<file path="src/rtl/seg_pkg.sv">
// rtl/seg_pkg.sv - shared segment patterns, digit codes and scan FSM encoding
package seg_pkg;

    // Active-low segment patterns, bit 0 = a ... bit 6 = g
    localparam logic [6:0] SEG_0   = 7'h40;
    localparam logic [6:0] SEG_1   = 7'h79;
    localparam logic [6:0] SEG_2   = 7'h24;
    localparam logic [6:0] SEG_3   = 7'h30;
    localparam logic [6:0] SEG_4   = 7'h19;
    localparam logic [6:0] SEG_5   = 7'h12;
    localparam logic [6:0] SEG_6   = 7'h02;
    localparam logic [6:0] SEG_7   = 7'h78;
    localparam logic [6:0] SEG_8   = 7'h00;
    localparam logic [6:0] SEG_9   = 7'h10;
    localparam logic [6:0] SEG_OFF = 7'h7F;

    localparam logic [3:0] BLANK   = 4'hF;
    localparam logic [3:0] INVALID = 4'hE;

    typedef enum logic [1:0] {
        ST_WAIT   = 2'd0,
        ST_SETTLE = 2'd1,
        ST_HELD   = 2'd2
    } scan_state_t;

    // Exactly one anode driven low selects a digit
    function automatic logic an_single(input logic [3:0] a);
        return (a == 4'hE) || (a == 4'hD) || (a == 4'hB) || (a == 4'h7);
    endfunction

    // Two or more anodes low at once is never a valid scan state
    function automatic logic an_illegal(input logic [3:0] a);
        return !an_single(a) && (a != 4'hF);
    endfunction

    // Slot number of the low anode bit; only meaningful when an_single()
    function automatic logic [1:0] an_index(input logic [3:0] a);
        case (a)
            4'hE:    return 2'd0;
            4'hD:    return 2'd1;
            4'hB:    return 2'd2;
            default: return 2'd3;
        endcase
    endfunction

endpackage

</file>
<file path="src/rtl/seg7_decode.sv">
// rtl/seg7_decode.sv - active-low seven-segment pattern to digit code lookup
module seg7_decode
    import seg_pkg::*;
(
    input  logic [6:0] seg,
    output logic [3:0] code
);

    // Anything that is not a known digit or fully dark decodes as INVALID
    always_comb begin
        code = INVALID;
        case (seg)
            SEG_0:   code = 4'd0;
            SEG_1:   code = 4'd1;
            SEG_2:   code = 4'd2;
            SEG_3:   code = 4'd3;
            SEG_4:   code = 4'd4;
            SEG_5:   code = 4'd5;
            SEG_6:   code = 4'd6;
            SEG_7:   code = 4'd7;
            SEG_8:   code = 4'd8;
            SEG_9:   code = 4'd9;
            SEG_OFF: code = BLANK;
            default: code = INVALID;
        endcase
    end

endmodule

</file>
<file path="src/rtl/seg_scan_capture.sv">
// rtl/seg_scan_capture.sv - recovers four digits from a multiplexed 7-seg scan (SEG_SYNC_EN adds input synchronizers)
module seg_scan_capture
    import seg_pkg::*;
#(
    parameter int SETTLE_CYCLES = 4,
    parameter int FRAME_TIMEOUT = 2_000_000
) (
    input  logic       clk,
    input  logic       rst,
    input  logic [6:0] seg,
    input  logic [3:0] an,
    input  logic       dp,
    output logic [3:0] mt,
    output logic [3:0] mo,
    output logic [3:0] st,
    output logic [3:0] so,
    output logic [3:0] dp_cap,
    output logic       frame_valid,
    output logic       err_seg,
    output logic       err_an,
    output logic       stale
);

    localparam int CW = $clog2(SETTLE_CYCLES + 1);
    localparam int SW = $clog2(FRAME_TIMEOUT + 1);
    localparam logic [CW-1:0] SETTLE_LAST = CW'(SETTLE_CYCLES - 1);
    localparam logic [SW-1:0] STALE_MAX   = SW'(FRAME_TIMEOUT);

    logic [3:0] an_s;
    logic [6:0] seg_s;
    logic       dp_s;

`ifdef SEG_SYNC_EN
    logic [11:0] sync1, sync2;

    // Two-flop synchronizer; resets to the idle bus (gap, dark, dp off)
    always_ff @(posedge clk) begin
        if (rst) begin
            sync1 <= {4'hF, SEG_OFF, 1'b1};
            sync2 <= {4'hF, SEG_OFF, 1'b1};
        end else begin
            sync1 <= {an, seg, dp};
            sync2 <= sync1;
        end
    end

    assign {an_s, seg_s, dp_s} = sync2;
`else
    assign {an_s, seg_s, dp_s} = {an, seg, dp};
`endif

    scan_state_t     state, state_next;
    logic [CW-1:0]   cnt;
    logic            cnt_clr, cnt_inc, capture;
    logic [3:0]      an_q;
    logic [6:0]      seg_q;
    logic            dp_q;
    logic            illegal_q;
    logic            changed, an_changed, single_now, illegal_now;
    logic [3:0]      dec_code;
    logic [1:0]      slot_sel;
    logic [3:0]      seen, seen_next;
    logic            frame_done;
    logic [3:0][3:0] shadow, slot_new;
    logic [3:0]      shadow_dp, dp_new;
    logic [SW-1:0]   stale_cnt;

    assign single_now  = an_single(an_s);
    assign illegal_now = an_illegal(an_s);
    assign an_changed  = (an_s != an_q);
    assign changed     = an_changed || (seg_s != seg_q) || (dp_s != dp_q);
    assign slot_sel    = an_index(an_s);
    assign seen_next   = seen | (4'b0001 << slot_sel);
    assign frame_done  = capture && (seen_next == 4'hF);

    seg7_decode u_decode (
        .seg  (seg_s),
        .code (dec_code)
    );

    // Previous-cycle copy of the bus for change detection and err_an edge
    always_ff @(posedge clk) begin
        if (rst) begin
            an_q      <= 4'hF;
            seg_q     <= SEG_OFF;
            dp_q      <= 1'b1;
            illegal_q <= 1'b0;
        end else begin
            an_q      <= an_s;
            seg_q     <= seg_s;
            dp_q      <= dp_s;
            illegal_q <= illegal_now;
        end
    end

    // Scan FSM state register
    always_ff @(posedge clk) begin
        if (rst) state <= ST_WAIT;
        else     state <= state_next;
    end

    // Next state: settle on a single anode, capture once, hold until anode moves
    always_comb begin
        state_next = state;
        cnt_clr    = 1'b0;
        cnt_inc    = 1'b0;
        capture    = 1'b0;
        case (state)
            ST_WAIT: begin
                if (single_now) begin
                    state_next = ST_SETTLE;
                    cnt_clr    = 1'b1;
                end
            end
            ST_SETTLE: begin
                if (!single_now) begin
                    state_next = ST_WAIT;
                end else if (changed) begin
                    cnt_clr = 1'b1;
                end else if (cnt == SETTLE_LAST) begin
                    capture    = 1'b1;
                    state_next = ST_HELD;
                end else begin
                    cnt_inc = 1'b1;
                end
            end
            ST_HELD: begin
                if (an_changed) state_next = ST_WAIT;
            end
            default: state_next = ST_WAIT;
        endcase
    end

    // Settle counter: stable cycles seen on the current anode
    always_ff @(posedge clk) begin
        if (rst || cnt_clr) cnt <= '0;
        else if (cnt_inc)   cnt <= cnt + 1'b1;
    end

    // Shadow contents as they will be after this cycle's capture
    always_comb begin
        slot_new = shadow;
        dp_new   = shadow_dp;
        if (capture) begin
            slot_new[slot_sel] = dec_code;
            dp_new[slot_sel]   = ~dp_s;
        end
    end

    // Shadow slots and seen bits; a completed frame restarts the seen set
    always_ff @(posedge clk) begin
        if (rst) begin
            shadow    <= '0;
            shadow_dp <= '0;
            seen      <= '0;
        end else if (capture) begin
            shadow    <= slot_new;
            shadow_dp <= dp_new;
            seen      <= frame_done ? 4'h0 : seen_next;
        end
    end

    // Published digits and single-cycle status pulses
    always_ff @(posedge clk) begin
        if (rst) begin
            mt          <= '0;
            mo          <= '0;
            st          <= '0;
            so          <= '0;
            dp_cap      <= '0;
            frame_valid <= 1'b0;
            err_seg     <= 1'b0;
            err_an      <= 1'b0;
        end else begin
            frame_valid <= frame_done;
            err_seg     <= capture && (dec_code == INVALID);
            err_an      <= illegal_now && !illegal_q;
            if (frame_done) begin
                mt     <= slot_new[3];
                mo     <= slot_new[2];
                st     <= slot_new[1];
                so     <= slot_new[0];
                dp_cap <= dp_new;
            end
        end
    end

    // Stale watchdog: saturating cycle count since the last frame; a frame clears it
    always_ff @(posedge clk) begin
        if (rst || frame_done) begin
            stale_cnt <= '0;
            stale     <= 1'b0;
        end else if (stale_cnt != STALE_MAX) begin
            stale_cnt <= stale_cnt + 1'b1;
            if (stale_cnt == STALE_MAX - 1'b1) stale <= 1'b1;
        end
    end

endmodule

</file>
<file path="config.mk">
export PLATFORM = sky130hd
export DESIGN_NAME = seg_scan_capture
export DESIGN_NICKNAME = d
export VERILOG_FILES = /design/src/rtl/seg_pkg.sv /design/src/rtl/seg7_decode.sv /design/src/rtl/seg_scan_capture.sv
export SDC_FILE = /design/constraint.sdc
export NUM_CORES = 1
export LEC_CHECK = 0
export CAP_MARGIN = 25
export CELL_PAD_IN_SITES_DETAIL_PLACEMENT = 0
export CELL_PAD_IN_SITES_GLOBAL_PLACEMENT = 1
export CORE_MARGIN = 5
export CORE_UTILIZATION = 44
export CTS_CLUSTER_SIZE = 10
export DETAILED_ROUTE_END_ITERATION = 16
export GPL_TIMING_DRIVEN = 0
export PLACE_DENSITY_LB_ADDON = 0.1
export SETUP_SLACK_MARGIN = 0.02
export SLEW_MARGIN = 20
export SYNTH_ARGS = -nofsm -noshare
export SYNTH_HDL_FRONTEND = slang
export SYNTH_SLANG_ARGS = --single-unit
</file>
<file path="constraint.sdc">
create_clock -name clk -period 2.7 [get_ports clk]
set_input_delay 0.54 -clock clk [delete_from_list [all_inputs] [get_ports clk]]
set_output_delay 0.54 -clock clk [all_outputs]
set_load 0.05 [all_outputs]
</file>
==> results.py <==
metrics = {
    "logic_synthesis": {
        "synth_edf_count": 0,
        "synth_largest_area_cell": "dfxtp_1",
        "async_reset_ff_share_pct": 0,
        "synth_mux_area_share_pct": 4.90,
        "synth_xor_area_share_pct": 7.38,
        "synth_cell_type_count": 54,
        "synth_area_leaders": "dfxtp_1 45%, o2bb2ai_2 7.7%, nor2_1 5.4%, mux2i_1 4.9%, xor2_1 4.3%",
        "ys_seq_area_share_pct": 44.8,
        "syn_inst": 389,
        "ys_seq_elements": 87,
        "ys.flop_type": "dfxtp_1",
        "synth_compound_area_share_pct": 14.2,
        "syn_area_um2": 3880,
        "synth_top_family_by_area": "simple AND/OR/NAND/NOR gates",
        "synth_top_area_share_pct": 44.8,
        "synth_nets": 407,
        "synth_simple_gate_area_share_pct": 22.5,
        "synth_adder_area_share_pct": 1.29,
        "syn_avg_cell_area_um2": 9.99,
        "yosysWarningCount": 0,
    },
    "place": {
        "dp_hpwl_um": 5580,
        "gp_congestion": 0.728,
        "portBuffers": 31,
        "dp.cells": 528,
        "place_area_um2": 4330,
        "post-place-ws_ps": -400,
    },
    "setup_path": {
        "end_kind": "flip-flop",
        "crit_chain": "clkdlybuf4s50_1 -> buf_2 -> and4b_1 -> o22a_1 -> o221ai_1 -> or3_4 -> nand2b_1 -> buf_2 -> clkbuf_4 -> nor2_1",
        "crit_top_cell": "buf_2",
        "max_stage_delay_ps": 530,
        "r2r_slack_ps": 480,
        "start_kind": "input pin",
        "slowest_stage": "clkdlybuf4s50_1",
        "path_class": "input pin to flip-flop",
        "crit_required_ps": 2950,
        "crit_fanout": 10,
        "critPathArrivalTime_ps": 2830,
    },
    "worst_hold_path": {
        "holdCritPathClass": "flip-flop to flip-flop",
    },
    "finish": {
        "diodes": 0,
        "fillers": 829,
        "finalInstanceArea_um2": 4560,
        "utilization_pct": 52.6,
        "areaGrowthSynthToFinish_pct": 17.4,
        "final_cells": 545,
        "fin_nets": 450,
        "drive_gt1_share_pct": 18.5,
    },
    "power_and_ir_drop": {
        "worst_ir_drop_vdd_uv": 280,
        "leakage_nw": 1.63,
        "powerDensity_nw_per_um2": 525,
        "power_mw": 2.39,
    },
    "clock_tree": {
        "insertion_delay_ps": 370,
        "cts_buffers": 9,
        "htreeDepth": 3,
        "cts_tree": "yes",
        "clk_pin_slew_ps": 90,
        "hold_buffers": 0,
        "cts.sinks": 87,
        "cts_buffer_depth": 2,
        "root_buffer": "clkbuf_8",
    },
    "timing": {
        "relSlewSlack_pct": 52.6,
        "fin_crit_ps": 2570,
        "hold_viol": 0,
        "slew_violations": 0,
        "tns_ps": 0,
        "skew_ps": 13.5,
        "rsz0062_at_grt": "true",
        "finalHoldWorstSlack_ps": 399,
        "setup_violations": 0,
        "layout_setup_ws_ps": 126,
        "worstMarginPinSlew_ps": 709,
        "fmax_mhz": 388,
        "post-route-period-util_pct": 95.3,
    },
    "grt": {
        "antenna_found_initial": 0,
        "grt_max_degree": 19,
        "grt_overflow": 0,
        "grt_pass1_wl_um": 13300,
        "grt_usage_pct": 14.6,
        "grt_pass1_vias": 2747,
    },
    "die": {
        "start_util_pct": 44.8,
        "fp.dieArea_um2": 10800,
        "ios": 38,
        "die_w_um": 104,
        "placementRows": 34,
        "fp.dieH_um": 104,
        "coreArea_um2": 8680,
    },
    "outcome": {
        "status": "finished clean",
    },
    "detailed_routing": {
        "vias": 2830,
        "drt.antenna.violating_nets": 0,
        "drc": 0,
        "post_drt_wl_per_cell_um": 14.7,
        "drt_iter0_drc": 78,
        "wl_um": 8010,
        "dr.pass1.iters": 4,
        "drt-vias-per-instance": 5.19,
    },
    "job": {
        "drv_cap": 0,
    },
}
==> critical path, delay by kind of cell <==
kind	cells	cell delay, ps
compound gates	2	270
buf+inv	4	1160
simple gates	4	850
==> registers in the layout (all words and copies together), names as in the netlist, 2 cells and up <==
signal and flops:
mt 4, dp_cap 4, an_q 4, seen 4, state 2, mo 4
so 4, cnt 3, stale_cnt 21, seg_q 7, st 4, shadow_dp 4
shadow 16
==> cell type report <==
type	instances	area [um2]	area share, %
multi-input combinational	265	1980	43.3
sequential	87	1740	38.2
timing repair buffer	32	318	6.97
buffer	27	159	3.48
tap	108	135	2.96
clock buffer	9	124	2.72
clock inverter	7	70.1	1.54
inverter	10	37.5	0.823
==> power by group <==
group	internal [mW]	switching [mW]	leakage (nW)
logic	0.0687	0.107	0.827
registers	1.30	0.00979	0.705
clock network	0.367	0.544	0.0981
==> kinds of logic after synthesis <==
kind of cell,count (synthesis)
simple gates,154
flops,87
compound gates,57
buf+inv,37
xor+xnor,31
mux,19
fa+ha+maj,4
==> timing repair <==
| item | CTS | global route |
|---|---|---|
| setup buffers | 1 | 0 |
| endpoints found under the setup margin | 28 | 51 |
| pin swaps | 1 | 1 |
| gates cloned | 0 | 0 |
| resized for setup | 0 | 5 |
==> synth_stat cells (9+ instances only) <==
| cell | n |
|---|---|
| nand2_1 | 14 |
| xor2_1 | 19 |
| mux2i_1 | 19 |
| dfxtp_1 | 87 |
| or2_2 | 13 |
| clkbuf_1 | 11 |
| nor2_1 | 56 |
| buf_2 | 9 |
| inv_1 | 9 |
| o2bb2ai_2 | 20 |
| xnor2_1 | 10 |
==> metal layers <==
| metal | vias to the layer above | global-route usage, % | wire length, um |
|---|---|---|---|
| met4 | 0 | 6.38 | 159 |
| met1 | 1321 | 21.3 | 4220 |
| li1 | 1447 | - | - |
| met5 | - | 0 | 0 |
| met3 | 12 | 2.92 | 238 |
| met2 | 50 | 20.8 | 3380 |
==> path summary, 6_finish.rpt <==
kind / from / to / cells after the start
worst max-delay path: an[3] / seen[3] / 10
worst min-delay path: illegal_q / err_an / 1
worst max register to register: cnt[0] / seen[3] / 9
worst min register to register: illegal_q / err_an / 1
==> cells in the final DEF (no fill, tap or decap), drive strengths merged, types with 3 or more instances in the layout <==
cell type / count
nand3b: 3
and3: 6
o21ai: 6
or2: 14
nor3: 8
a21oi: 8
a21o: 4
buf: 15
nor4: 9
nor2b: 4
nand4: 9
dfxtp: 87
clkdlybuf4s50: 31
xor2: 21
and4b: 4
mux2i: 19
nand2: 14
inv: 16
ha: 4
nand2b: 3
nand3: 8
or3: 6
xnor2: 10
o2bb2ai: 20
clkbuf: 22
o22ai: 3
nor2: 56
No activity file was read; power rests on OpenSTA's default activity.
==> RTL edit 1: new RTL, same settings <==
The output `err_seg` loses its register stage (`err_seg` becomes a continuous assignment).
--- a/src/rtl/seg_scan_capture.sv
+++ b/src/rtl/seg_scan_capture.sv
@@ -169,11 +169,9 @@
             so          <= '0;
             dp_cap      <= '0;
             frame_valid <= 1'b0;
-            err_seg     <= 1'b0;
             err_an      <= 1'b0;
         end else begin
             frame_valid <= frame_done;
-            err_seg     <= capture && (dec_code == INVALID);
             err_an      <= illegal_now && !illegal_q;
             if (frame_done) begin
                 mt     <= slot_new[3];
@@ -185,6 +183,8 @@
         end
     end
 
+    assign err_seg = capture && (dec_code == INVALID);
+
     // Stale watchdog: saturating cycle count since the last frame; a frame clears it
     always_ff @(posedge clk) begin
         if (rst || frame_done) begin
Formal check against the unedited RTL: not equivalent (a bounded check fails within 10 cycles, from zero or initial values and one cycle with rst high).
==> RTL edit 1 against the unedited design <==
Routed wire length rose by 0.95%. Clock skew shrank 0.0019 ns. Area after synthesis down 4.8%. Sequential cell count decreased by 1. Combinational power grew 2%. Register-to-register slack worse by 0.19 ns. Worst setup slack improved by 0.0025 ns. Via count increased by 2.2%. First-iteration DRC count is 17% higher. Design area barely moved. Total power increased by 1.1%. Largest cell class unchanged.
==> RTL edit 1: results <==
[outcome]
status = "finished, final reports clean"

[clock_network]
cts_resized = 33

[global_routing]
grt_max_degree = 17
met2_usage_pct = 26.0
use_met1_pct = 23.5

[final_layout]
finalNonFillerCells = 558
drive_gt1_share_pct = 19.4

[timing]
min_period_over_period_pct = 95.3
finalClockSkew_ns = 0.0116
whs_ns = 0.387

[worst_setup_path]
crit_slowest_cell = "dlygate4sd2_1"
arrival_ns = 2.03
crit_family = "simple AND/OR/NAND/NOR gates"
reg2reg_depth = 13
critPathMaxFanout = 3

[place]
dp_hpwl_um = 5530
pre_cts_slack_ns = -0.974
placed_cell_area_um2 = 4150

[synthesis]
synthXorXnorAreaFrac_pct = 7.58
avgSynthCellArea_um2 = 9.48
synth_seq_area_share_pct = 46.5
synthMuxAreaShare_pct = 4.87
synth_top_area_share_pct = 46.5
syn_nets = 408

[power_and_ir_drop]
intPower_mw = 1.82

[route]
vias = 2893
==> RTL edit 1: changes by cell type in the layout (fill, tap and decap cells not counted), sizes merged, moves of 4 or more <==
cell / change
buf: +15
nor2: +11
clkdlybuf4s50: -7
nand3: +7
or3: -5
a21o: -4
nand2: -4
nor3: +4
==> RTL edit 1: final cells by class <==
type	count	area [um^2]
well taps	105	131
clock buffers	10	138
clock inverters	6	73.8
flip-flops and latches	86	1720
inverters	11	41.3
repair buffers	47	420
plain buffers	21	131
fillers	767	3660
multi-input cells	272	1900
==> RTL edit 1: kinds of logic after synthesis <==
| group | count (synthesis) |
|---|---|
| AND/OR/NAND/NOR | 167 |
| flip-flops | 86 |
| AO/OA/AOI/OAI | 51 |
| XOR/XNOR | 32 |
| buffers and inverters | 32 |
| multiplexers | 18 |
| adder cells (fa/ha/maj) | 4 |
==> RTL edit 1: routing by layer <==
metal | routed length (um) | share of wire, %
met1 | 4180 | 52
met2 | 3480 | 43
met3 | 348 | 4.3
met4 | 72 | 0.89
met5 | 0 | 0
==> RTL edit 2: new RTL, same settings <==
Without the edit above. Build with the macro `SEG_SYNC_EN` defined.
--- a/src/rtl/seg_scan_capture.sv
+++ b/src/rtl/seg_scan_capture.sv
@@ -1,4 +1,6 @@
 // rtl/seg_scan_capture.sv - recovers four digits from a multiplexed 7-seg scan (SEG_SYNC_EN adds input synchronizers)
+`define SEG_SYNC_EN
+
 module seg_scan_capture
     import seg_pkg::*;
 #(
Behaviour: not the same (a bounded check fails within 4 cycles, from zero or initial values and one cycle with rst high).
==> RTL edit 2 against the unedited design <==
Cell count increased by 21%. Worst setup slack improved by 0.25 ns. Utilization decreased by 0.63 points. Sequential cell count increased by 24. Sequential share of layout area increased by 3.3 points. Count of clock-buffer cells in the layout increased by 1. Routed wire length increased by 21%. Critical path depth decreased by 3. Combinational power increased by 27%. First-iteration DRC count increased to 2.8 times the old value. Design area increased by 18%. Area after synthesis increased by 19%. Total power increased by 18%. Largest cell class is now flip-flops and latches.
==> RTL edit 2: results <==
[worst_setup_path]
worstReg2RegStart = "sync2[11]$_SDFF_PP1_"
arrival_ns = 2.59
crit_slowest_cell = "nor4_2"
reg2reg_depth = 7
rrSetupSlack_ns = 0.38
cpPeakStageDelay_ns = 0.55
crit_family = "simple AND/OR/NAND/NOR gates"

[power_and_ir_drop]
cellLeakagePower_nw = 1.85
max-vdd-ir-drop_v = 0.000453

[synthesis]
avgSynthCellArea_um2 = 9.83
syn_nets = 490
synth_common_cells = "dfxtp_1, nor2_1, or2_2"
synth_seq_area_share_pct = 47.9
synth_cell_type_count = 60
synthTopCellsByArea = "dfxtp_1, xnor2_1, or2_2"

[global_routing]
met3_usage_pct = 5.50
grt_util_all_layers_pct = 16.2
grt_pass1_vias = 3373
grt_first_pass_wirelength_um = 16500

[outcome]
status = "finished, final reports clean"

[place]
io_buffers = 37
gp_congestion = 0.792
dp_hpwl_um = 6980
dp.cells = 645

[clock_network]
postCtsSetupRepairBufs = 0
clock_latency_ns = 0.39

[die]
rows = 37

[final_layout]
layout.nets = 538
largestRegisters = "stale_cnt: 21 flops, shadow: 16 flops"
drive_gt1_share_pct = 17.1
finalNonFillerCells = 661

[route]
avgViaCountPerCell = 5.28
drtIter0Drc = 217
RTL edit 2: changes by cell type after synthesis, moves of 8 or more:
cell | before | now
and4_1 | 0 | 8
dfxtp_1 | 87 | 111
o2bb2ai_2 | 20 | 0
o311ai_0 | 0 | 8
o31ai_1 | 0 | 8
a211oi_1 | 0 | 8
o2bb2ai_1 | 0 | 12
xnor2_1 | 10 | 27
or2_2 | 13 | 34
nor3_1 | 8 | 21
xor2_1 | 19 | 6
RTL edit 2: cells by family after synthesis:
kind of cell / synth area share [%]
simple gates: 25.7
flops: 47.9
compound gates: 11.3
buf+inv: 4.77
xor+xnor: 6.23
mux: 2.81
fa+ha+maj: 1.29
RTL edit 2: where the power goes:
part           switching, mW  leakage [nW]  internal, mW
Sequential            0.0139         0.902          1.66
Clock                  0.570        0.0930         0.366
Combinational          0.134         0.855        0.0887
RTL edit 2: metal layers:
layer  vias up  routed length, um
li1       1770                  -
met5         -                  0
met3        18                397
met2        61               4580
met1      1638               4480
met4         0                228
RTL edit 2: cell type report:
type	count	area, um^2
fill	991	4960
sequential	111	2220
multi-input combinational	317	2190
timing repair buffer	37	370
buffer	31	173
tap	136	170
clock buffer	10	138
inverter	13	48.8
clock inverter	6	43.8
RTL edit 2: how the worst max path moves through the flow:
stage | start | to | slack, ns | cells past startpoint
final | sync2[11]$_SDFF_PP1_ | mo[0]$_SDFFE_PP0P_ | 0.38 | 7
after global routing | sync2[11]$_SDFF_PP1_ | mo[0]$_SDFFE_PP0P_ | 0.17 | 7
after CTS | sync2[11]$_SDFF_PP1_ | mo[0]$_SDFFE_PP0P_ | 0.36 | 7
after detailed placement | rst | mt[1]$_SDFFE_PP0P_ | 0.37 | 7
after global placement | rst | mt[1]$_SDFFE_PP0P_ | 0.36 | 7
after floorplan | sync2[4]$_SDFF_PP1_ | so[1]$_SDFFE_PP0P_ | 0.82 | 6
RTL edit 2: per-stage QoR:
step                      hold slack (ns)  area, um^2
final                               0.390        5360
after global routing                0.424        5360
after CTS                           0.393        5360
after detailed placement            0.379        5180
after global placement              0.373        5180
after floorplan                     0.367        4640
